--- src/rtl/nes_bus_pkg.sv ---
// Shared types and constants for the NES CPU-bus OAM DMA controller.
// OAM_DMA_DMC_ARB_EN adds the DMC sample-fetch states to the state enum.
package nes_bus_pkg;

  localparam logic [15:0] APU_DMA_REG  = 16'h4014;
  localparam logic [15:0] PPU_OAM_DATA = 16'h2004;

  // Value of the parity flop during a read (GET) or write (PUT) slot.
  localparam logic GET_SLOT = 1'b0;
  localparam logic PUT_SLOT = 1'b1;

  typedef enum logic [2:0] {
    IDLE,
    HALT,
    ALIGN,
    READ,
    WRITE
`ifdef OAM_DMA_DMC_ARB_EN
    ,
    DMC_RD,
    DMC_PUT
`endif
  } dma_state_e;

  typedef enum logic [1:0] {
    BUS_CPU,
    BUS_DMA,
    BUS_DMC
  } bus_sel_e;

endpackage

--- src/rtl/nes_bus_mux.sv ---
// System bus selector: the CPU, the OAM DMA engine or the DMC fetcher
// drives address, write data and direction.
module nes_bus_mux
  import nes_bus_pkg::*;
(
  input  bus_sel_e    sel,
  input  logic [15:0] cpu_addr,
  input  logic [7:0]  cpu_data_out,
  input  logic        cpu_r_nw,
  input  logic [15:0] dma_addr,
  input  logic [7:0]  dma_data,
  input  logic        dma_r_nw,
  input  logic [15:0] dmc_addr,
  output logic [15:0] bus_addr,
  output logic [7:0]  bus_data_out,
  output logic        bus_r_nw
);

  always_comb begin
    // NOTE: every output gets a default first so no path leaves it unassigned (no latch).
    bus_addr     = cpu_addr;
    bus_data_out = cpu_data_out;
    bus_r_nw     = cpu_r_nw;
    case (sel)
      BUS_DMA: begin
        bus_addr     = dma_addr;
        bus_data_out = dma_data;
        bus_r_nw     = dma_r_nw;
      end
      BUS_DMC: begin
        bus_addr = dmc_addr;
        bus_r_nw = 1'b1;
      end
      default: ;
    endcase
  end

endmodule

--- src/rtl/oam_dma_ctrl.sv ---
// NES sprite DMA: snoops $4014 writes, halts the 6502 via RDY and copies a
// 256-byte page to $2004. OAM_DMA_DMC_ARB_EN adds APU DMC fetch arbitration.
module oam_dma_ctrl
  import nes_bus_pkg::*;
#(
  parameter logic [15:0] DMA_REG_ADDR  = APU_DMA_REG,
  parameter logic [15:0] OAM_DATA_ADDR = PPU_OAM_DATA,
  parameter int          XFER_LEN      = 256
) (
  input  logic        clk_ph1,
  input  logic        rst,
  input  logic [15:0] cpu_addr,
  input  logic [7:0]  cpu_data_out,
  input  logic        cpu_r_nw,
  input  logic [7:0]  bus_data_in,
  output logic        rdy,
  output logic [15:0] bus_addr,
  output logic [7:0]  bus_data_out,
  output logic        bus_r_nw,
  output logic        dma_active,
`ifdef OAM_DMA_DMC_ARB_EN
  input  logic        dmc_req,
  input  logic [15:0] dmc_addr,
  output logic        dmc_ack,
  output logic [7:0]  dmc_data,
`endif
  output logic [8:0]  xfer_count
);

  dma_state_e  state, state_nxt;
  logic        parity;
  logic [7:0]  page;
  logic [7:0]  byte_q;
  logic [8:0]  count;
  logic        dma_trig;
  logic        trig_accept;
  logic        rd_oam;
  logic        last_byte;
  bus_sel_e    sel;
  logic [15:0] dma_addr;
  logic        dma_r_nw;
  logic [15:0] dmc_bus_addr;
  logic        steal;

`ifdef OAM_DMA_DMC_ARB_EN
  logic dmc_only;
  logic trig_pend;

  assign steal        = dmc_req;
  assign dmc_bus_addr = dmc_addr;
  assign dmc_data     = bus_data_in;
  // During a standalone fetch the CPU's $4014 write is held, not dropped.
  assign trig_accept  = dma_trig && (state == IDLE || dmc_only);
`else
  assign steal        = 1'b0;
  assign dmc_bus_addr = 16'h0000;
  assign trig_accept  = dma_trig && (state == IDLE);
`endif

  assign dma_trig   = (cpu_addr == DMA_REG_ADDR) && !cpu_r_nw;
  assign rd_oam     = (state == READ) && !steal;
  assign last_byte  = (count + 9'd1) == 9'(XFER_LEN);
  assign xfer_count = count;

  always_ff @(posedge clk_ph1 or posedge rst) begin
    // NOTE: sequential state uses non-blocking assignments so every flop samples pre-edge values.
    if (rst) state <= IDLE;
    else     state <= state_nxt;
  end

  always_ff @(posedge clk_ph1 or posedge rst) begin
    if (rst) begin
      parity <= GET_SLOT;
      page   <= '0;
      byte_q <= '0;
      count  <= '0;
`ifdef OAM_DMA_DMC_ARB_EN
      dmc_only  <= 1'b0;
      trig_pend <= 1'b0;
`endif
    end else begin
      parity <= ~parity;
      if (trig_accept) begin
        page  <= cpu_data_out;
        count <= '0;
      end
      if (rd_oam)          byte_q <= bus_data_in;
      if (state == WRITE)  count  <= count + 9'd1;
`ifdef OAM_DMA_DMC_ARB_EN
      if (state == IDLE) begin
        dmc_only <= dmc_req && !dma_trig;
      end else if (state == DMC_RD) begin
        dmc_only  <= 1'b0;
        trig_pend <= 1'b0;
      end else if (dmc_only && dma_trig) begin
        trig_pend <= 1'b1;
      end
`endif
    end
  end

  always_comb begin
    state_nxt = state;
    case (state)
      IDLE: begin
        if (dma_trig) state_nxt = HALT;
`ifdef OAM_DMA_DMC_ARB_EN
        else if (dmc_req) state_nxt = HALT;
`endif
      end
      // The halt cycle is the first stalled read; the bus is ours from the next one.
      HALT: begin
        if (cpu_r_nw) begin
          state_nxt = (parity == GET_SLOT) ? ALIGN : READ;
`ifdef OAM_DMA_DMC_ARB_EN
          if (dmc_only) state_nxt = (parity == GET_SLOT) ? ALIGN : DMC_RD;
`endif
        end
      end
      ALIGN: begin
        state_nxt = READ;
`ifdef OAM_DMA_DMC_ARB_EN
        if (dmc_only) state_nxt = DMC_RD;
`endif
      end
      READ: begin
        state_nxt = WRITE;
`ifdef OAM_DMA_DMC_ARB_EN
        if (dmc_req) state_nxt = DMC_PUT;
`endif
      end
      WRITE: state_nxt = last_byte ? IDLE : READ;
`ifdef OAM_DMA_DMC_ARB_EN
      DMC_PUT: state_nxt = READ;
      DMC_RD:  state_nxt = (trig_pend || dma_trig) ? HALT : IDLE;
`endif
      default: state_nxt = IDLE;
    endcase
  end

  always_comb begin
    rdy        = 1'b0;
    dma_active = 1'b0;
    sel        = BUS_CPU;
    dma_addr   = cpu_addr;
    dma_r_nw   = 1'b1;
`ifdef OAM_DMA_DMC_ARB_EN
    dmc_ack    = 1'b0;
`endif
    case (state)
      IDLE: rdy = 1'b1;
      ALIGN: begin
        dma_active = 1'b1;
        sel        = BUS_DMA;
      end
      READ: begin
        dma_active = 1'b1;
        sel        = steal ? BUS_DMC : BUS_DMA;
        dma_addr   = {page, count[7:0]};
`ifdef OAM_DMA_DMC_ARB_EN
        dmc_ack    = dmc_req;
`endif
      end
      WRITE: begin
        dma_active = 1'b1;
        sel        = BUS_DMA;
        dma_addr   = OAM_DATA_ADDR;
        dma_r_nw   = 1'b0;
      end
`ifdef OAM_DMA_DMC_ARB_EN
      DMC_RD: begin
        dma_active = 1'b1;
        sel        = BUS_DMC;
        dmc_ack    = 1'b1;
      end
      DMC_PUT: begin
        dma_active = 1'b1;
        sel        = BUS_DMA;
      end
`endif
      default: ;
    endcase
  end

  nes_bus_mux u_mux (
    .sel          (sel),
    .cpu_addr     (cpu_addr),
    .cpu_data_out (cpu_data_out),
    .cpu_r_nw     (cpu_r_nw),
    .dma_addr     (dma_addr),
    .dma_data     (byte_q),
    .dma_r_nw     (dma_r_nw),
    .dmc_addr     (dmc_bus_addr),
    .bus_addr     (bus_addr),
    .bus_data_out (bus_data_out),
    .bus_r_nw     (bus_r_nw)
  );

endmodule
--- config.mk ---
export PLATFORM = sky130hd
export DESIGN_NAME = oam_dma_ctrl
export DESIGN_NICKNAME = d
export VERILOG_FILES = /design/src/rtl/nes_bus_pkg.sv /design/src/rtl/nes_bus_mux.sv /design/src/rtl/oam_dma_ctrl.sv
export SDC_FILE = /design/constraint.sdc
export NUM_CORES = 1
export LEC_CHECK = 0
export CORE_MARGIN = 2
export CORE_UTILIZATION = 35
export CTS_CLUSTER_SIZE = 25
export DETAILED_ROUTE_END_ITERATION = 7
export HOLD_SLACK_MARGIN = 0.15
export PLACE_DENSITY = 0.68
export SYNTH_ARGS = -nofsm -noshare
export SYNTH_HDL_FRONTEND = slang
export SYNTH_SLANG_ARGS = --single-unit
export TNS_END_PERCENT = 1
--- constraint.sdc ---
create_clock -name clk_ph1 -period 2.2 [get_ports clk_ph1]
set_input_delay 0.44 -clock clk_ph1 [delete_from_list [all_inputs] [get_ports clk_ph1]]
set_output_delay 0.44 -clock clk_ph1 [all_outputs]
set_load 0.03 [all_outputs]
==> flow_summary.json, run 1 <==
{
  "status": "finished, violations left",
  "violations": "setup timing",
  "synth_top_cell_area_share": 0.428,
  "combPwrFrac": 0.174,
  "yosys_register_bits": 29,
  "dp_slack_ns": -0.0504,
  "ff_latch_area_sq_um": 726,
  "drv_cap": 0,
  "die_w_um": 73.6,
  "synth-edff-count": 0,
  "antenna_found_initial": 0,
  "worstMarginPinSlew_ns": 0.394,
  "period_needed_ns": 2.24,
  "yosys.cell_types.count": 42,
  "vias": 1590,
  "start_util": 0.361,
  "diodes": 0,
  "p_switching_mw": 0.314,
  "antenna_left": 0,
  "portBuffers": 70,
  "grt_usage": 0.187,
  "sw_frac_of_total": 0.268,
  "multi_input_area_sq_um": 921,
  "max_freq_mhz": 447,
  "place_inst": 293,
  "wirelength_mm": 4.64,
  "hold_buffers": 0,
  "clk_pin_slew_ns": 0.06,
  "synth_fp_nets": 191,
  "fin_crit_sh": 1.02,
  "rsz0062_at_grt": "true",
  "cts_inserted_buffers": 5,
  "hold_viol_final": 0,
  "powerDensity_nw_per_um2": 441,
  "start_kind": "register",
  "min-delay-path-class": "reg -> reg",
  "required_ns": 1.76,
  "peakVddDrop_mv": 0.302,
  "cp.arrival_ns": 1.80,
  "grt_pass1_wl_mm": 7.65,
  "power.internal_mw": 0.857,
  "ios": 71,
  "synth_area_sq_um": 1700,
  "tritoncts": "done",
  "initialDrtViolationCount": 102,
  "die_area_sq_um": 5420,
  "seqPwrFrac": 0.456,
  "die_h_um": 73.6,
  "grt_pass1_vias": 1609,
  "gp_congestion": 0.757,
  "syn2layout_area_growth_pct": 56.5,
  "firstDrtPassIters": 4,
  "syn_avg_cell_area_sq_um": 10.9,
  "setup_ws_ns": -0.0393,
  "cp-end-kind": "output port",
  "ys_top_cells_by_count": "dfrtp_1, mux2_2, a22o_1",
  "setup_viol": 2,
  "yosysWarnings": 0,
  "skew_ns": 0.00723,
  "yosys-top-cells-area": "dfrtp_1, mux2_2, a22o_1",
  "cp_max_fo": 9,
  "drive_above_1_share": 0.368,
  "wire_per_inst_um": 15.4,
  "core_sq_um": 4690,
  "drc": 0,
  "fill_cells": 436,
  "via_per_inst": 5.28,
  "relSlewSlack": 0.737,
  "h-tree-depth": 2,
  "synth_cells": 155,
  "place_hpwl_mm": 3.51,
  "grt_max_degree": 30,
  "clkLatencyLatePin_ns": 0.29,
  "synth.most_common_cell": "dfrtp_1",
  "clockBufferDepth": 2,
  "clock-root-buffer": "clkbuf_8",
  "row_count": 25,
  "ys.flop_type": "dfrtp_1",
  "fin_nets": 282,
  "critPathKind": "reg -> out",
  "p_leak_nw": 1.24,
  "drv_slew": 0,
  "seq_area_frac_synth": 0.428,
  "cts_sinks": 29,
  "grt.overflow.total": 0,
  "synth_top_cell_by_area": "dfrtp_1",
  "ys_async_sr_fraction": 1.00,
  "final_cells": 301,
  "finalSetupTns_ns": -0.0765,
  "p_clk_frac": 0.370
}
[logic make-up (layout without fill, tap and decap cells)]
group | after synthesis | count (layout) | synth area share
flops | 29 | 29 | 0.428
simple gates | 48 | 48 | 0.173
fa+ha+maj | 1 | 1 | 0.00738
buf+inv | 11 | 103 | 0.0376
mux | 26 | 26 | 0.183
compound gates | 40 | 40 | 0.170
[cell usage in the layout, fill, tap and decap left out, types with 2 or more instances in the layout]
cell type / n
o22ai_1: 2
nand3_2: 2
nand3_1: 7
o211ai_1: 6
clkdlybuf4s50_1: 43
nor2b_1: 3
inv_1: 4
nand2_1: 11
or3_1: 2
clkdlybuf4s15_2: 2
o21ai_0: 11
clkinv_2: 2
mux2_4: 5
buf_12: 2
buf_2: 5
nor4_1: 3
buf_6: 7
a21oi_1: 2
mux2_2: 20
nand2b_1: 2
clkbuf_8: 5
a22o_1: 14
buf_4: 31
nor2_1: 3
dfrtp_1: 29
[timing repair]
item,in CTS,in global routing
gates resized for setup,27,23
buffers inserted,0,0
endpoints found under the setup margin,25,23
[state kept, by name (all words and copies together) (netlist names)]
| signal | count |
|---|---|
| xfer_count | 9 |
| byte_q | 8 |
| page | 8 |
| state | 3 |
| parity | 1 |
[through the flow]
step / util / hold WS [ns] / total power, mW / instance area [sq um]
6_report: 0.566 / 0.425 / 1.17 / 2650
5_1_grt: 0.566 / 0.440 / 1.23 / 2650
4_1_cts: 0.566 / 0.425 / 1.19 / 2660
3_5_place_dp: 0.545 / 0.409 / 0.751 / 2560
3_3_place_gp: 0.545 / 0.413 / 0.751 / 2560
2_1_floorplan: - / 0.395 / 0.630 / 1700
[worst max-delay path, cell delays in order (launching register included)]
cell and delay (ns):
dfrtp_1 0.41, nor3b_2 0.18, a21oi_2 0.16, buf_12 0.15, mux2_2 0.32, clkdlybuf4s15_2 0.28
[worst paths after layout]
path                                      startpoint                   endpoint  slack (ns)  depth (start not counted)
worst max-delay path            state[2]$_DFFE_PP0P_            bus_data_out[0]       -0.04                          5
worst min register to register      parity$_DFF_PP0_           parity$_DFF_PP0_        0.43                          1
worst min-delay path                parity$_DFF_PP0_           parity$_DFF_PP0_        0.43                          1
worst max register to register  state[1]$_DFFE_PP0P_       state[1]$_DFFE_PP0P_        0.38                          5
max in group asynchronous                        rst  xfer_count[6]$_DFFE_PP0P_        1.38                          3
min in group asynchronous                        rst      byte_q[0]$_DFFE_PP0N_        0.53                          3
[power by group through the flow]
stage	logic (mW)	registers (mW)	clock network, mW
CTS	0.206	0.533	0.449
global route	0.216	0.533	0.479
detailed placement	0.207	0.544	0
global placement	0.207	0.544	0
finish	0.204	0.534	0.433
floorplan	0.0867	0.544	0
[layer usage]
layer  vias to the layer above  share of wire  global-route usage
met5                         -              0                   0
met2                        55           0.46               0.299
met3                         6          0.067              0.0562
met4                         0          0.012              0.0606
met1                       760           0.46               0.242
li1                        769              -                   -
[cell type report]
| cell class | count | share of cell area |
|---|---|---|
| Multi-Input combinational cell | 115 | 0.347 |
| Clock buffer | 5 | 0.0259 |
| Timing Repair Buffer | 91 | 0.316 |
| Clock inverter | 3 | 0.00660 |
| Sequential cell | 29 | 0.273 |
| Tap cell | 54 | 0.0255 |
| Inverter | 4 | 0.00566 |
(Power assumes the default switching activity.)
==> run 2, diff against run 1 <==
Settings changed: SKIP_CTS_REPAIR_TIMING set to 1.
==> run 2 against run 1 <==
  * The flow now finishes without violations
  * Count of clock-buffer cells in the layout is the same
  * Worst setup slack better by 0.092 ns
  * Core utilization grew 0.32 points
  * Via count shrank 0.25%
  * Clock power hardly changed
  * Sequential power barely moved
  * Sequential share of layout area fell by 0.15 points
  * Final cell count unchanged
  * Critical path depth grew 1
  * Largest power group unchanged
==> flow_summary.json, run 2 (synthesis gave the netlist of run 1 again) <==
{
  "status": "finished clean",
  "antenna_found_initial": 0,
  "vias": 1586,
  "hold_viol_final": 0,
  "use_met3": 0.0562,
  "p_leak_nw": 1.25,
  "drc": 0,
  "powerDensity_nw_per_um2": 441,
  "reg2reg_depth": 5,
  "place_hpwl_mm": 3.51,
  "cts_sinks": 29,
  "grt_busiest_layer": "met2",
  "r2r_slack_ns": 0.39,
  "die_w_um": 73.6,
  "clock-root-buffer": "clkbuf_8",
  "diodes": 0,
  "rsz0062_at_grt": "true",
  "ios": 71,
  "clkLatencyLatePin_ns": 0.29,
  "min-delay-path-class": "reg -> reg",
  "h-tree-depth": 2,
  "start_util": 0.361,
  "timing.rr.start": "state[1]$_DFFE_PP0P_",
  "tritoncts": "done",
  "drive_above_1_share": 0.364,
  "fill_cells": 439,
  "wire_per_inst_um": 15.4,
  "cp_max_fo": 9,
  "grt.overflow.total": 0,
  "via_per_inst": 5.27,
  "setup_viol": 0,
  "final_util": 0.569,
  "period_needed_ns": 2.15,
  "peakVddDrop_mv": 0.287,
  "fin_crit_sh": 0.976,
  "grt_max_degree": 30,
  "portBuffers": 70,
  "ff_latch_area_sq_um": 726,
  "min_path_cells": 1,
  "grt_pass1_wl_mm": 7.65,
  "largest_reg_flops": 9,
  "multi_input_area_sq_um": 918,
  "firstDrtPassIters": 4,
  "grt_usage": 0.187,
  "die_area_sq_um": 5420,
  "relSlewSlack": 0.737,
  "start_kind": "register",
  "hp-start": "parity$_DFF_PP0_",
  "worstMarginPinSlew_ns": 0.395,
  "grtUsageMet2": 0.299,
  "critPathKind": "reg -> out",
  "cp-end-kind": "output port",
  "wirelength_mm": 4.64,
  "place_area_sq_um": 2560,
  "drv_slew": 0,
  "row_count": 25,
  "core_sq_um": 4690,
  "drv_cap": 0,
  "final_common_cell": "clkdlybuf4s50_1",
  "regToRegEndpoint": "state[1]$_DFFE_PP0P_",
  "cts_inserted_buffers": 5,
  "required_ns": 1.76,
  "mostFrequentLayoutCells": "clkdlybuf4s50_1, dfrtp_1, buf_4",
  "die_h_um": 73.6,
  "syn2layout_area_growth_pct": 57.4,
  "fin_nets": 282,
  "skew_ns": 0.00720,
  "grt_pass1_vias": 1609,
  "worstHoldEndpoint": "parity$_DFF_PP0_",
  "cp.arrival_ns": 1.71,
  "fin_area_sq_um": 2670,
  "initialDrtViolationCount": 124,
  "clk_pin_slew_ns": 0.06,
  "max_freq_mhz": 466,
  "gp_congestion": 0.757,
  "antenna_left": 0,
  "clockBufferDepth": 2,
  "grt_use_met1": 0.242
}
run 2: cell count changes in the layout (fill, tap and decap cells not counted):
| cell | delta |
|---|---|
| nor2_1 | +1 |
| buf_2 | +2 |
| buf_4 | -7 |
| buf_6 | +7 |
| nor2_2 | -1 |
| dlygate4sd2_1 | -1 |
| clkdlybuf4s15_2 | -2 |
| dlymetal6s2s_1 | +1 |
run 2: worst max-delay path by stage:
stage	from	endpoint	slack, ns
finish	state[1]$_DFFE_PP0P_	bus_addr[13]	0.05
global route	state[1]$_DFFE_PP0P_	bus_addr[13]	-0.05
CTS	state[2]$_DFFE_PP0P_	bus_data_out[4]	-0.38
detailed placement	state[2]$_DFFE_PP0P_	bus_data_out[4]	-0.05
global placement	state[2]$_DFFE_PP0P_	bus_data_out[1]	-0.06
floorplan	state[1]$_DFFE_PP0P_	bus_addr[2]	0.04
run 2: routing by layer:
layer  share of wire  vias to the layer above
li1                -                      771
met1            0.46                      757
met2            0.46                       51
met3           0.066                        7
met4           0.012                        0
met5               0                        -
run 2: report_power, final:
group | internal, mW | switching [mW] | total (mW) | leakage (nW)
clock network | 0.218 | 0.217 | 0.434 | 0.0439
logic | 0.111 | 0.0997 | 0.210 | 0.855
registers | 0.533 | 0.000232 | 0.534 | 0.354
run 2: worst max-delay path, cell delays in order (launching register included):
cell	delay, ns
dfrtp_1	0.40
buf_4	0.17
and3_4	0.24
buf_4	0.18
mux2i_1	0.19
nand2_1	0.07
buf_4	0.17
run 2: through the flow:
stage               power [mW]  hold WS [ns]  std cells  setup slack (ns)  TNS (ns)
floorplan                0.630         0.395        155            0.0420         0
global placement         0.751         0.413        293           -0.0608    -0.480
detailed placement       0.751         0.409        293           -0.0504    -0.337
CTS                       1.19         0.425        301            -0.383     -4.01
global route              1.23         0.440        301           -0.0503    -0.254
finish                    1.18         0.426        301            0.0530         0
run 2: cell type report:
| type | count | share of cell area |
|---|---|---|
| clock inverters | 3 | 0.00656 |
| well taps | 54 | 0.0253 |
| flip-flops and latches | 29 | 0.272 |
| multi-input cells | 115 | 0.344 |
| repair buffers | 91 | 0.321 |
| inverters | 4 | 0.00563 |
| clock buffers | 5 | 0.0258 |
